[src/rtl/bemf_sequencer.sv]
// Back-EMF sweep initiator: per-motor PWM inhibit, settle, two ADC reads, one pipeline issue.
// Optional BEMF_WB_TIMEOUT_EN adds a writeback watchdog and the sticky wb_timeout output.
module bemf_sequencer #(
  parameter logic [15:0] PERIOD_CYCLES = 16'd50000,
  parameter logic [7:0]  SETTLE_CYCLES = 8'd32,
  parameter logic [3:0]  ADC_CH_BASE   = 4'd0
) (
  input  logic        clk,
  input  logic        reset,
  input  logic        enable,
  output logic        adc_req,
  output logic [3:0]  adc_chan,
  input  logic        adc_valid,
  input  logic [9:0]  adc_data,
  output logic [3:0]  pwm_inhibit,
  output logic [9:0]  bemf_adc_h,
  output logic [9:0]  bemf_adc_l,
  output logic [1:0]  mot_sel,
  output logic        in_valid,
  output logic [35:0] bemf_in,
  output logic [35:0] bemf_calib_in,
  input  logic [35:0] bemf_out,
  input  logic [1:0]  mot_sel_out,
  input  logic        out_valid,
  input  logic        calib_we,
  input  logic [1:0]  calib_sel,
  input  logic [35:0] calib_data,
  input  logic [3:0]  bemf_clr,
  output logic [35:0] bemf_0,
  output logic [35:0] bemf_1,
  output logic [35:0] bemf_2,
  output logic [35:0] bemf_3,
  output logic        overrun
`ifdef BEMF_WB_TIMEOUT_EN
  , output logic      wb_timeout
`endif
);

  typedef enum logic [2:0] {
    S_IDLE, S_SETTLE, S_REQ_H, S_GAP, S_REQ_L, S_ISSUE, S_WAIT_WB
  } state_t;

  state_t       state, state_next;
  logic [15:0]  per_cnt;
  logic [7:0]   settle_cnt;
  logic [1:0]   m;
  logic         req_arm;
  logic [35:0]  acc   [4];
  logic [35:0]  calib [4];
  logic         tick, adc_take, wb_match, wd_expired, wb_done, settle_done;

  assign tick        = (per_cnt == PERIOD_CYCLES - 16'd1);
  // req_arm is low in the first cycle of each request, so a strobe there is ignored.
  assign adc_take    = adc_valid && req_arm;
  assign wb_match    = out_valid && (mot_sel_out == m);
  assign settle_done = ({1'b0, settle_cnt} + 9'd1) >= {1'b0, SETTLE_CYCLES};

`ifdef BEMF_WB_TIMEOUT_EN
  logic [4:0] wd;
  assign wd_expired = (state == S_WAIT_WB) && (wd == 5'd30);

  always_ff @(posedge clk or posedge reset) begin
    if (reset) begin
      wd         <= '0;
      wb_timeout <= 1'b0;
    end else begin
      wd <= (state == S_WAIT_WB) ? wd + 5'd1 : 5'd0;
      if (wd_expired && !wb_match) wb_timeout <= 1'b1;
    end
  end
`else
  assign wd_expired = 1'b0;
`endif

  assign wb_done = wb_match || wd_expired;

  // NOTE: sequential state uses <= so every register samples pre-edge values.
  always_ff @(posedge clk or posedge reset) begin
    if (reset) state <= S_IDLE;
    else       state <= state_next;
  end

  // NOTE: default assignment first so no path through the case infers a latch.
  always_comb begin
    state_next = state;
    unique case (state)
      S_IDLE:    if (tick && enable) state_next = S_SETTLE;
      S_SETTLE:  if (settle_done) state_next = S_REQ_H;
      S_REQ_H:   if (adc_take) state_next = S_GAP;
      S_GAP:     state_next = S_REQ_L;
      S_REQ_L:   if (adc_take) state_next = S_ISSUE;
      S_ISSUE:   state_next = S_WAIT_WB;
      S_WAIT_WB: if (wb_done) state_next = (m == 2'd3) ? S_IDLE : S_SETTLE;
      default:   state_next = S_IDLE;
    endcase
  end

  always_comb begin
    pwm_inhibit   = '0;
    adc_req       = 1'b0;
    adc_chan      = '0;
    in_valid      = 1'b0;
    bemf_in       = '0;
    bemf_calib_in = '0;
    if (state != S_IDLE) pwm_inhibit = 4'b0001 << m;
    if (state == S_REQ_H || state == S_REQ_L) begin
      adc_req  = 1'b1;
      adc_chan = ADC_CH_BASE + {1'b0, m, 1'b0} + {3'b000, state == S_REQ_L};
    end
    if (state == S_ISSUE) begin
      in_valid      = 1'b1;
      bemf_in       = acc[m];
      bemf_calib_in = calib[m];
    end
  end

  assign mot_sel = m;
  assign bemf_0  = acc[0];
  assign bemf_1  = acc[1];
  assign bemf_2  = acc[2];
  assign bemf_3  = acc[3];

  always_ff @(posedge clk or posedge reset) begin
    if (reset) begin
      per_cnt    <= '0;
      settle_cnt <= '0;
      m          <= '0;
      req_arm    <= 1'b0;
      bemf_adc_h <= '0;
      bemf_adc_l <= '0;
      overrun    <= 1'b0;
    end else begin
      per_cnt    <= tick ? 16'd0 : per_cnt + 16'd1;
      settle_cnt <= (state == S_SETTLE) ? settle_cnt + 8'd1 : 8'd0;
      req_arm    <= (state == S_REQ_H) || (state == S_REQ_L);
      if (state == S_REQ_H && adc_take) bemf_adc_h <= adc_data;
      if (state == S_REQ_L && adc_take) bemf_adc_l <= adc_data;
      if (state == S_WAIT_WB && wb_done) m <= m + 2'd1;
      if (tick && state != S_IDLE) overrun <= 1'b1;
    end
  end

  // NOTE: the small register banks are reset because their zero state is architectural.
  always_ff @(posedge clk or posedge reset) begin
    if (reset) begin
      for (int k = 0; k < 4; k++) begin
        acc[k]   <= '0;
        calib[k] <= '0;
      end
    end else begin
      for (int k = 0; k < 4; k++) begin
        if (bemf_clr[k])                                 acc[k] <= '0;
        else if (out_valid && mot_sel_out == 2'(k))      acc[k] <= bemf_out;
        if (calib_we && calib_sel == 2'(k))              calib[k] <= calib_data;
      end
    end
  end

endmodule

[config.mk]
export PLATFORM = sky130hd
export DESIGN_NAME = bemf_sequencer
export DESIGN_NICKNAME = d
export VERILOG_FILES = /design/src/rtl/bemf_sequencer.sv
export SDC_FILE = /design/constraint.sdc
export NUM_CORES = 1
export LEC_CHECK = 0
export BUFFER_PORTS_ARGS = -buffer_cell sky130_fd_sc_hd__buf_2
export CAP_MARGIN = 20
export CORE_ASPECT_RATIO = 1.4
export CORE_MARGIN = 2
export CORE_UTILIZATION = 40
export DETAILED_ROUTE_END_ITERATION = 10
export PLACE_DENSITY_LB_ADDON = 0.05
export SETUP_SLACK_MARGIN = 0.15
export SYNTH_ARGS = -nofsm -noshare
export SYNTH_HDL_FRONTEND = slang
export SYNTH_SLANG_ARGS = --single-unit
[constraint.sdc]
create_clock -name clk -period 27.2 [get_ports clk]
set_input_delay 0 -clock clk [delete_from_list [all_inputs] [get_ports clk]]
set_output_delay 0 -clock clk [all_outputs]
set_load 0.01 [all_outputs]
==> impl_metrics.ini <==
[outcome]
status = complete, no violations

[sta]
max_freq_ghz = 0.3086
finalCritPeriodShare_pct = 11.91
tns_ns = 0
worst_pin_slew_ns = 0.9472
slew_violations = 0
hold_violations = 0
finalSetupViolCount = 0
rsz0062_at_grt = false
period_minus_slack_ns = 3.241
skew_ns = 0.004486
maxSlewHeadroom_pct = 36.86

[synth]
syn-instance-count = 1012
synth_top_cell_area_share_pct = 56.02
synth-seq-cells = 339
synth_area_leaders = dfrtp_1 56%, mux2_2 12%, mux4_2 11%
synth_area_leader_cell = dfrtp_1
yosysUniqueCellTypes = 55
avgSynthCellArea_um2 = 14.96
synth.top_cells.by_count = 339 x dfrtp_1, 164 x mux2_2, 144 x a22o_1
synth_ff_type = dfrtp_1
synth_nets = 1114
ys_seq_area_share_pct = 56.02
yosysWarnings = 0
synth_most_common_cell = dfrtp_1
synth-edff-count = 0
syn_area_mm2 = 0.01514
async_reset_ff_share_pct = 100.0

[routing]
wl_met2_um = 23140
drt-met1-wl_um = 18020
wl_met3_um = 2297
drc_errors = 0
dr_total_vias = 10650
wl_per_cell_um = 23.47
drt_wl_total_um = 44900
ant_nets = 0
drt-vias-per-instance = 5.568
drtIter0Drc = 511
top_layer = met5
drt-pass1-iter-count = 5

[finish]
multi_input_area_mm2 = 0.006222
syn2layout_area_growth_pct = 27.42
insertedDiodeCount = 0
drive_above_1_share_pct = 46.94
nNetsFinal = 1520
post-route-util_pct = 51.57
seqCellArea_mm2 = 0.008492
fill_cells = 3270
final_cell_area_mm2 = 0.01930

[critical_path]
critical_path.startpoint = mot_sel[0]
arrival_ns = 3.24
cp_cell_sequence = buf_4 -> mux4_2 -> and3_1 -> buf_2
critPathBufInv = 2
cp_slowest_cell = dfrtp_4
required_ns = 27.20
critPathMaxStageDelay_ns = 0.94
startpoint_type = register
cp-end-kind = output pin
crit_type = reg -> out
crit_fanout = 44
r2r-start = state[0]
cpLargestDelayFamily = buffers and inverters

[grt]
grt_antenna_before_repair = 2
grt_pass1_wl_um = 68610
grt_max_degree = 116
first_global_vias = 10970
grt-ovfl-total = 0
track_usage_pct = 22.71

[cts]
root_buffer = clkbuf_16
cts_resized = 0
cts-buffers-inserted = 36
path_clk_slew_ns = 0.06
cts_tree = done
cts_num_sinks = 339
htreeDepth = 2
post-cts-setup-buffers = 0
cts_buffer_depth = 3
insertion_delay_ns = 0.52

[die]
dieArea_mm2 = 0.03945
die_x_um = 168.4
num_io_pins = 345
rows = 84
design.core.area_mm2 = 0.03742
die_h_um = 234.2
start_util_pct = 40.47

[place]
gp_congestion = 0.7620
io_buffers = 343
dpl.hpwl_um = 27130
placed_cell_area_mm2 = 0.01720

[worst_hold_path]
hold_class = in -> reg
min_from = adc_valid

[pwr]
leakagePower_uw = 0.009588
power_density_mw_per_mm2 = 80.64
peakVddDrop_mv = 0.05641

[run]
max-cap-violations = 0
==> registers in the layout (all words and copies together) (netlist names), 3 cells and up <==
signal / cells
bemf_1: 36
state: 3
settle_cnt: 8
calib: 144
bemf_2: 36
bemf_3: 36
bemf_adc_l: 10
bemf_0: 36
bemf_adc_h: 10
per_cnt: 16
==> cells by family (layout without fill, tap and decap cells) <==
family | Yosys count | count (layout) | share of synthesized area (%)
fa+ha+maj | 6 | 6 | 0.4957
buf+inv | 88 | 516 | 3.239
simple gates | 159 | 159 | 6.684
mux | 237 | 237 | 22.97
compound gates | 162 | 162 | 9.361
other cells | 1 | 1 | 0.02476
flops | 339 | 339 | 56.02
xor+xnor | 20 | 20 | 1.206
==> per-stage QoR <==
stage / hold slack (ns) / setup WS (ns) / power, µW / cells
finish: 0.02281 / 23.96 / 1556 / 1913
detailed placement: 0.2308 / 24.43 / 1058 / 1766
global placement: 0.2223 / 24.42 / 1054 / 1766
global route: 0.03790 / 23.71 / 1636 / 1913
CTS: 0.005677 / 23.85 / 1580 / 1911
floorplan: 0.1325 / 17.81 / 917.1 / 1012
==> final cells by class <==
cell class	count	area share [%]
clock buffer	53	5.473
clock inverter	7	0.7003
inverter	7	0.1751
multi-input combinational	585	32.25
sequential	339	44.01
tap	473	3.067
timing repair buffer	449	14.33
==> repair_timing <==
action                     4_1_cts  5_1_grt
hold endpoints to repair       424        0
setup endpoints to repair        0        0
hold buffers                    85        0
==> worst register-to-register path, cell delays in order (launching register included) <==
cell	delay, ns
dfrtp_2	0.93
buf_4	0.60
nand2b_1	0.13
or2_2	0.40
a2111oi_4	0.31
o211a_1	0.21
==> path summary, 6_finish.rpt <==
check,to,depth (start not counted),slack (ns)
worst max-delay path,bemf_calib_in[35],4,23.96
worst min-delay path,bemf_adc_l[8],3,0.02
min in group asynchronous,calib[140],3,0.16
max in group asynchronous,overrun,6,24.82
worst max register to register,state[0],5,24.55
worst min register to register,settle_cnt[0],1,0.48
==> metal layers <==
layer / global-route usage, % / vias to the layer above
met2: 40.25 / 319
met4: 7.705 / 4
met1: 27.98 / 5583
li1: - / 4665
met5: 0 / -
met3: 4.219 / 80
==> layout by cell type (no fill, tap or decap), types with 3 or more instances in the layout <==
| cell type | instances |
|---|---|
| bufinv_16 | 4 |
| and4_1 | 5 |
| mux4_2 | 72 |
| nand2_1 | 10 |
| buf_2 | 343 |
| clkbuf_1 | 9 |
| and3_1 | 77 |
| nor2_1 | 17 |
| dlygate4sd3_1 | 85 |
| dfrtp_1 | 336 |
| clkbuf_16 | 37 |
| a22o_1 | 144 |
| mux2_2 | 164 |
| o21ai_0 | 4 |
| clkinv_2 | 3 |
| clkbuf_8 | 7 |
| inv_1 | 6 |
| ha_1 | 6 |
| nor2b_1 | 4 |
| nand4_1 | 5 |
| nand3_1 | 8 |
| nor3_1 | 4 |
| xnor2_1 | 8 |
| xor2_1 | 11 |
| buf_4 | 19 |
==> power by group <==
group	internal, µW	total [µW]	leakage (µW)	switching, µW
clock network	305	504	0.000585	199
logic	207	405	0.00467	198
registers	572	647	0.00433	75.5
(Power assumes the default switching activity.)
